$ cat src/rtl/vga_timing_gen.sv
//=============================================================================
// Module   : vga_timing_gen
// Purpose  : Parametrised VGA raster timing generator. Free-running horizontal
//            and vertical counters, advanced by a pixel clock-enable, are
//            decoded into registered sync, data-enable, coordinate and
//            line/frame strobe outputs. Every output is delayed one ce-tick
//            from the counter value it was decoded from, so all outputs stay
//            mutually aligned.
// Ports    : clk         - system clock
//            clr         - asynchronous active-high reset
//            ce          - pixel clock-enable; all state advances only when high
//            hsync/vsync - sync outputs, asserted level set by *_SYNC_POL
//            de          - high inside the visible area
//            x/y         - pixel column/row of the current output cycle
//            line_start  - one-clk pulse on the first pixel of every line
//            frame_start - one-clk pulse on the first pixel of every frame
//            rgb         - {R4,G4,B4} colour-bar test pattern
// Options  : VGA_TEST_PATTERN_EN - when defined, rgb carries eight vertical
//            colour bars; otherwise rgb is tied to zero.
// Revision : 1.0 - initial release
//=============================================================================
`default_nettype none

module vga_timing_gen #(
   parameter int H_ACTIVE   = 640,
   parameter int H_FP       = 16,
   parameter int H_SYNC     = 96,
   parameter int H_BP       = 48,
   parameter int V_ACTIVE   = 480,
   parameter int V_FP       = 10,
   parameter int V_SYNC     = 2,
   parameter int V_BP       = 33,
   parameter int H_SYNC_POL = 0,
   parameter int V_SYNC_POL = 0,
   parameter int CW         = 12
) (
   input  logic          clk,
   input  logic          clr,
   input  logic          ce,
   output logic          hsync,
   output logic          vsync,
   output logic          de,
   output logic [CW-1:0] x,
   output logic [CW-1:0] y,
   output logic          line_start,
   output logic          frame_start,
   output logic [11:0]   rgb
);

   localparam int C_H_TOTAL = H_ACTIVE + H_FP + H_SYNC + H_BP;
   localparam int C_V_TOTAL = V_ACTIVE + V_FP + V_SYNC + V_BP;

   localparam logic [CW-1:0] C_H_LAST     = CW'(C_H_TOTAL - 1);
   localparam logic [CW-1:0] C_V_LAST     = CW'(C_V_TOTAL - 1);
   localparam logic [CW-1:0] C_H_ACT      = CW'(H_ACTIVE);
   localparam logic [CW-1:0] C_V_ACT      = CW'(V_ACTIVE);
   localparam logic [CW-1:0] C_HS_FIRST   = CW'(H_ACTIVE + H_FP);
   localparam logic [CW-1:0] C_HS_LAST    = CW'(H_ACTIVE + H_FP + H_SYNC - 1);
   localparam logic [CW-1:0] C_VS_FIRST   = CW'(V_ACTIVE + V_FP);
   localparam logic [CW-1:0] C_VS_LAST    = CW'(V_ACTIVE + V_FP + V_SYNC - 1);
   localparam logic [CW-1:0] C_ONE        = CW'(1);
   localparam logic          C_HPOL       = (H_SYNC_POL != 0);
   localparam logic          C_VPOL       = (V_SYNC_POL != 0);

   logic [CW-1:0] hcnt_q, hcnt_d;
   logic [CW-1:0] vcnt_q, vcnt_d;
   logic          hsync_q, hsync_d;
   logic          vsync_q, vsync_d;
   logic          de_q, de_d;
   logic [CW-1:0] x_q, y_q;
   logic          line_start_q, line_start_d;
   logic          frame_start_q, frame_start_d;
   logic          h_wrap, v_wrap;

   //------------------------------------------------------------------------
   // Counter next-state and output decode. The decode looks at the current
   // counter values; the registers below capture it on the ce edge, which
   // gives the one ce-tick latency shared by every output.
   //------------------------------------------------------------------------
   always_comb begin
      h_wrap = (hcnt_q == C_H_LAST);
      v_wrap = (vcnt_q == C_V_LAST);
      hcnt_d = hcnt_q;
      vcnt_d = vcnt_q;
      if (ce) begin
         hcnt_d = h_wrap ? '0 : hcnt_q + C_ONE;
         // Vertical only steps on the last pixel of a line, so a combined
         // wrap takes both counters to zero on the same edge.
         if (h_wrap) begin
            vcnt_d = v_wrap ? '0 : vcnt_q + C_ONE;
         end
      end

      hsync_d = ((hcnt_q >= C_HS_FIRST) && (hcnt_q <= C_HS_LAST)) ? C_HPOL : ~C_HPOL;
      vsync_d = ((vcnt_q >= C_VS_FIRST) && (vcnt_q <= C_VS_LAST)) ? C_VPOL : ~C_VPOL;
      de_d    = (hcnt_q < C_H_ACT) && (vcnt_q < C_V_ACT);

      // Strobes are qualified by ce so they last one clk even when ce is
      // sparse, and drop to zero on every non-ce clk.
      line_start_d  = ce && (hcnt_q == '0);
      frame_start_d = line_start_d && (vcnt_q == '0);
   end

   always_ff @(posedge clk or posedge clr) begin
      if (clr) begin
         hcnt_q        <= '0;
         vcnt_q        <= '0;
         hsync_q       <= ~C_HPOL;
         vsync_q       <= ~C_VPOL;
         de_q          <= 1'b0;
         x_q           <= '0;
         y_q           <= '0;
         line_start_q  <= 1'b0;
         frame_start_q <= 1'b0;
      end else begin
         hcnt_q        <= hcnt_d;
         vcnt_q        <= vcnt_d;
         line_start_q  <= line_start_d;
         frame_start_q <= frame_start_d;
         if (ce) begin
            hsync_q <= hsync_d;
            vsync_q <= vsync_d;
            de_q    <= de_d;
            x_q     <= hcnt_q;
            y_q     <= vcnt_q;
         end
      end
   end

   assign hsync       = hsync_q;
   assign vsync       = vsync_q;
   assign de          = de_q;
   assign x           = x_q;
   assign y           = y_q;
   assign line_start  = line_start_q;
   assign frame_start = frame_start_q;

`ifdef VGA_TEST_PATTERN_EN
   localparam int C_BAR_W = H_ACTIVE / 8;

   logic [2:0]  bar_idx;
   logic [11:0] rgb_d, rgb_q;

   always_comb begin
      bar_idx = 3'd0;
      for (int i = 1; i < 8; i++) begin
         if (hcnt_q >= CW'(i * C_BAR_W)) begin
            bar_idx = 3'(i);
         end
      end
      // Bars 0..7 = white, yellow, cyan, green, magenta, red, blue, black:
      // R is the inverse of index bit 1, G of bit 2, B of bit 0.
      rgb_d = 12'h000;
      if (de_d) begin
         rgb_d = {{4{~bar_idx[1]}}, {4{~bar_idx[2]}}, {4{~bar_idx[0]}}};
      end
   end

   always_ff @(posedge clk or posedge clr) begin
      if (clr) begin
         rgb_q <= 12'h000;
      end else if (ce) begin
         rgb_q <= rgb_d;
      end
   end

   assign rgb = rgb_q;
`else
   assign rgb = 12'h000;
`endif

endmodule

`default_nettype wire
$ cat config.mk
export PLATFORM = sky130hd
export DESIGN_NAME = vga_timing_gen
export DESIGN_NICKNAME = d
export VERILOG_FILES = /design/src/rtl/vga_timing_gen.sv
export SDC_FILE = /design/constraint.sdc
export NUM_CORES = 1
export LEC_CHECK = 0
export CAP_MARGIN = 40
export CORE_MARGIN = 2
export CORE_UTILIZATION = 55
export CTS_CLUSTER_DIAMETER = 200
export DETAILED_ROUTE_END_ITERATION = 16
export PLACE_DENSITY = 0.92
export SYNTH_ARGS = -nofsm -noshare
export SYNTH_HDL_FRONTEND = slang
export SYNTH_SLANG_ARGS = --single-unit
$ cat constraint.sdc
create_clock -name clk -period 3.31 [get_ports clk]
set_clock_uncertainty 0.2 [all_clocks]
set_input_delay 0.331 -clock clk [delete_from_list [all_inputs] [get_ports clk]]
set_output_delay 0.331 -clock clk [all_outputs]
set_load 0.1 [all_outputs]
Word level (Yosys, flattened, before mapping)
Cells that the tools add are included.
{"block": "word_totals", "register_bits": 53, "latchBits": 0, "ram_bits": 0, "romBits": 0, "out_inout_bits": 41, "word_cells": 31, "n_memories": 0}
{"block": "op_classes", "n_addsub": 2, "mul": 0, "div_mod_pow": 0, "order_cmp": 6, "eq_ne": 2, "shifts": 0, "muxes": 4, "bitwise": 0, "reduce_logical": 8}
{"op": "adder 12 x 1 -> 12 bit, second input constant", "count": 2}
{"op": "== test 12 x 10 -> 1 bit, second input constant", "count": 2}
{"op": "zero test 12 bit", "count": 2}
{"op": "two-way mux 12 bit", "count": 2}
{"op": "greater-or-equal comparator 12 x 10 -> 1 bit, second input constant", "count": 1}
{"op": "greater-or-equal comparator 12 x 9 -> 1 bit, second input constant", "count": 1}
{"op": "less-or-equal comparator 12 x 10 -> 1 bit, second input constant", "count": 1}
{"op": "less-or-equal comparator 12 x 9 -> 1 bit, second input constant", "count": 1}
{"op": "< comparator 12 x 10 -> 1 bit, second input constant", "count": 1}
{"op": "< comparator 12 x 9 -> 1 bit, second input constant", "count": 1}
{"op": "logical AND 1 bit", "count": 5}
{"op": "two-way mux 1 bit", "count": 2}
{"op": "AND reduction 2 bit", "count": 1}

Depth between registers and ports, before layout
{"block": "depth", "ltp_word": 3, "mapped_depth": 6}

Worst setup path after synthesis
Ideal clock, no wire load.
{"block": "synth_path", "path_type": "register to register", "startpoint": "register hcnt_q[6]", "endpoint": "register vcnt_q[10]", "setup_time_ns": 0.076, "arrival_ns": 1.921, "required_ns": 3.034, "setup_slack_ns": 1.112, "path_stages_with_launch": 5, "n_path_buf": 0, "synth_period_minus_slack_ns": 2.198, "path_cell_list": "dfrtp_1 -> or3_4 -> or4_4 -> or4b_1 -> o21ai_1"}
{"block": "synth_via", "elab_chain_cells": 2}
{"item": "start, declared", "line_no": "65", "source": "logic [CW-1:0] hcnt_q, hcnt_d;"}
{"item": "start signal, assigned", "line_no": "116", "source": "hcnt_q <= hcnt_d;"}
{"item": "== test 12 x 10 -> 1 bit", "line_no": "81", "source": "h_wrap = (hcnt_q == C_H_LAST);"}
{"item": "AND reduction 2 bit (no line)"}
{"item": "end signal, assigned", "line_no": "117", "source": "vcnt_q <= vcnt_d;"}
{"item": "end, declared", "line_no": "66", "source": "logic [CW-1:0] vcnt_q, vcnt_d;"}
No other way between the ends.
A chain may end at the register's enable or synchronous reset.

Worst setup path in the final report
Same ends and word-level chain as after synthesis.

==> summary.md <==
| Metric | Value |
|---|---|
| Status | `finished, final reports clean` |
| Synth Instances | `224` |
| Vias per cell | `5.58` |
| DRC Markers | `0` |
| Synth warn | `0` |
| Asr flop ratio synth | `100%` |
| Die Wd | `71.8 um` |
| Final setup fails | `0` |
| Nets@finish | `287` |
| Synth Cell Area | `between 0.002 and 0.003 sq mm` |
| Post-CTS sizing | `0` |
| Cell variety after synth | `44` |
| GRT Overall Usage | `approximately a fifth` |
| RSZ-0062 raised after global routing | `false` |
| Slew margin rel. | `57.4%` |
| Share of the synthesized area in the top cell type | `50.5%` |
| Area of the core | `0.00438 sq mm` |
| Antenna violations before repair | `0` |
| Vias in the first global route | `roughly 1,800` |
| Full die area | `between 0.005 and 0.006 sq mm` |
| Wire per inst | `14.8 um` |
| H-Tree Depth | `2` |
| FILL cells | `289` |
| Worst setup EP type | `flip-flop` |
| Starting Density | `57.6%` |
| Most frequent cell after synthesis | `dfrtp_1` |
| Clock net sink count | `53` |
| Power Density | `680 mW/mm^2` |
| Startpoint types | `flip-flop` |
| Placed cell count | `324` |
| Root Buffer | `clkbuf_8` |
| Slew @ Worst Pin | `0.633 ns` |
| DRT iter0 DRCs | `97` |
| Worst Path Arrival | `2.42 ns` |
| Register bit total from synthesis | `53` |
| Area grow syn2layout | `32.7%` |
| Fin crit period | `2.38 ns` |
| Sequential element share of the synthesized area | `52.6%` |
| CTS buffer count | `5` |
| Setup bufs post-CTS | `0` |
| Total Neg Setup Slack | `0 ns` |
| Most used DFF post-synth | `dfrtp_1` |
| Worst endpoint required time | `between 3 and 4 ns` |
| Storage element area | `0.00133 sq mm` |
| Synth Area per Inst | `~11 sq um` |
| Max Slew Vio Count | `0` |
| Clock Power Share | `22.4%` |
| CTS clock-pin slew for the worst setup and hold paths | `0.09 ns` |
| Internal power | `1.37 mW` |
| Cell taking the most area after synthesis | `dfrtp_1` |
| Top Ports | `44` |
| Placed wire-length estimate | `3520 um` |
| Clk buf depth | `2` |
| Ranking of synthesized cells by area | `dfrtp_1 (51%), mux2_2 (11%), buf_4 (3.9%)` |
| EDFF count, synth | `0` |
| Max frequency | `420 MHz` |
| Clock latency at the later pin of the worst-skew pair | `0.31 ns` |
| WS Path Type | `reg -> reg` |
| Leak | `1.50 nW` |
| Area taken by multi-input logic gates | `0.00105 sq mm` |
| Part of the cycle the worst path needs | `71.9%` |
| Worst VDD drop | `around 0.66 mV` |
| Post-DRT Antenna Nets | `0` |
| Seq pwr share | `37.1%` |
| Final Cell Area | `between 0.003 and 0.004 sq mm` |
| # diodes | `0` |
| GRT overflow | `0` |
| NetSw | `0.905 mW` |
| Max-cap violations | `0` |
| Die Ht | `71.8 um` |
| DR pass1 iterations | `5` |
| GP Congestion | `roughly 0.84` |
| CTS tree | `built` |
| Sw Share | `between 30% and 40%` |
| Vias post-DR | `1,851` |
| Largest net degree at the start of global routing | `35` |
| Std cell rows | `24` |
| PnR Total Power | `~2.3 mW` |
| Fin. Hold Viols | `0` |
| CTS Hold Buffers Added | `0` |
| Routed WL | `4920 um` |
| I/O Buffers | `31` |
| First-pass GRT wire length | `around 8400 um` |
| Min-Delay Path Class | `in -> async` |
| Most frequent cells after synthesis | `dfrtp_1 (51), mux2_2 (25), nand3_1 (14)` |
| Final std cells w/o fill | `332` |
| Share of post-route cells with drive strength above 1 | `a little over a quarter` |
| Final core occ | `76.5%` |
| Gate power share | `40.5%` |
| Highest fanout seen on the critical path | `11` |
| Post-DP Area | `approximately 0.0032 sq mm` |
==> power groups by stage <==
| stage | Clock, mW | Sequential (mW) | Combinational (mW) |
|---|---|---|---|
| floorplan | 0 | 1.19 | 0.261 |
| global placement | 0 | 0.849 | 0.742 |
| detailed placement | 0 | 0.855 | 0.926 |
| CTS | 0.518 | 0.843 | 0.930 |
| global route | 0.543 | 0.858 | 0.961 |
| finish | 0.511 | 0.845 | 0.922 |
==> cells in the final DEF (no fill, tap or decap), drive strengths merged, types with 3 or more instances in the layout <==
cell type / n
o21ai: 7
nand2: 10
ha: 5
buf: 32
dfrtp: 51
nand4: 4
clkbuf: 5
nor2: 11
mux2: 25
nand3: 14
and2: 3
and3: 4
clkdlybuf4s50: 29
or3: 4
conb: 12
and4: 3
inv: 12
xnor2: 7
nor4b: 4
xor2: 7
a21oi: 6
==> layout make-up <==
type	instances	share of cell area, %
clock buffer	5	2.05
timing repair buffer	61	21.9
clock inverter	3	1.94
tap	52	1.94
multi-input combinational	146	31.2
inverter	12	1.34
sequential	53	39.6
==> layer usage <==
layer  part of all wire (%)  wire length (um)  track usage (%)  up-vias
li1                       -                 -                -      860
met1                     42              2060             26.7      920
met2                     52              2570             35.9       62
met3                    4.2               209             3.38        9
met4                    1.8                87             8.18        0
met5                      0                 0                0        -
==> critical path: stages (launching register included) <==
cell and delay, ns:
dfrtp_1 0.46, or3_4 0.43, or4_4 0.62, or4b_1 0.51
o21ai_1 0.08
==> logic make-up after synthesis <==
logic type               share of synthesized area (%)
buffers and inverters                             7.63
AND/OR/NAND/NOR                                   16.4
XOR/XNOR                                          4.85
flip-flops                                        52.6
adder cells (fa/ha/maj)                           2.48
other                                            0.148
multiplexers                                      11.5
AO/OA/AOI/OAI                                     4.36
==> registers in the layout, indices dropped and copies added (netlist names) <==
name,cells
y,12
line_start,1
de,1
vsync,1
vcnt_q,12
hcnt_q,12
hsync,1
x,12
frame_start,1
==> metrics by stage <==
step                hold slack (ns)  setup WS (ns)
CTS                           0.237          0.927
floorplan                     0.266           1.11
detailed placement            0.295          0.633
global route                  0.278          0.815
finish                        0.212          0.930
global placement              0.282          0.666
==> final timing paths <==
| kind | start | endpoint | slack (ns) | depth (start not counted) |
|---|---|---|---|---|
| min in group clk | vsync | vsync | 0.30 | 2 |
| worst max register to register | hcnt_q[6] | vcnt_q[10] | 0.93 | 4 |
| worst max-delay path | hcnt_q[6] | vcnt_q[10] | 0.93 | 4 |
| max in group asynchronous | clr | hsync | 1.91 | 3 |
| worst min-delay path | clr | y[3] | 0.21 | 2 |
| worst min register to register | vsync | vsync | 0.30 | 2 |
Power figures use the tool's default switching activity.
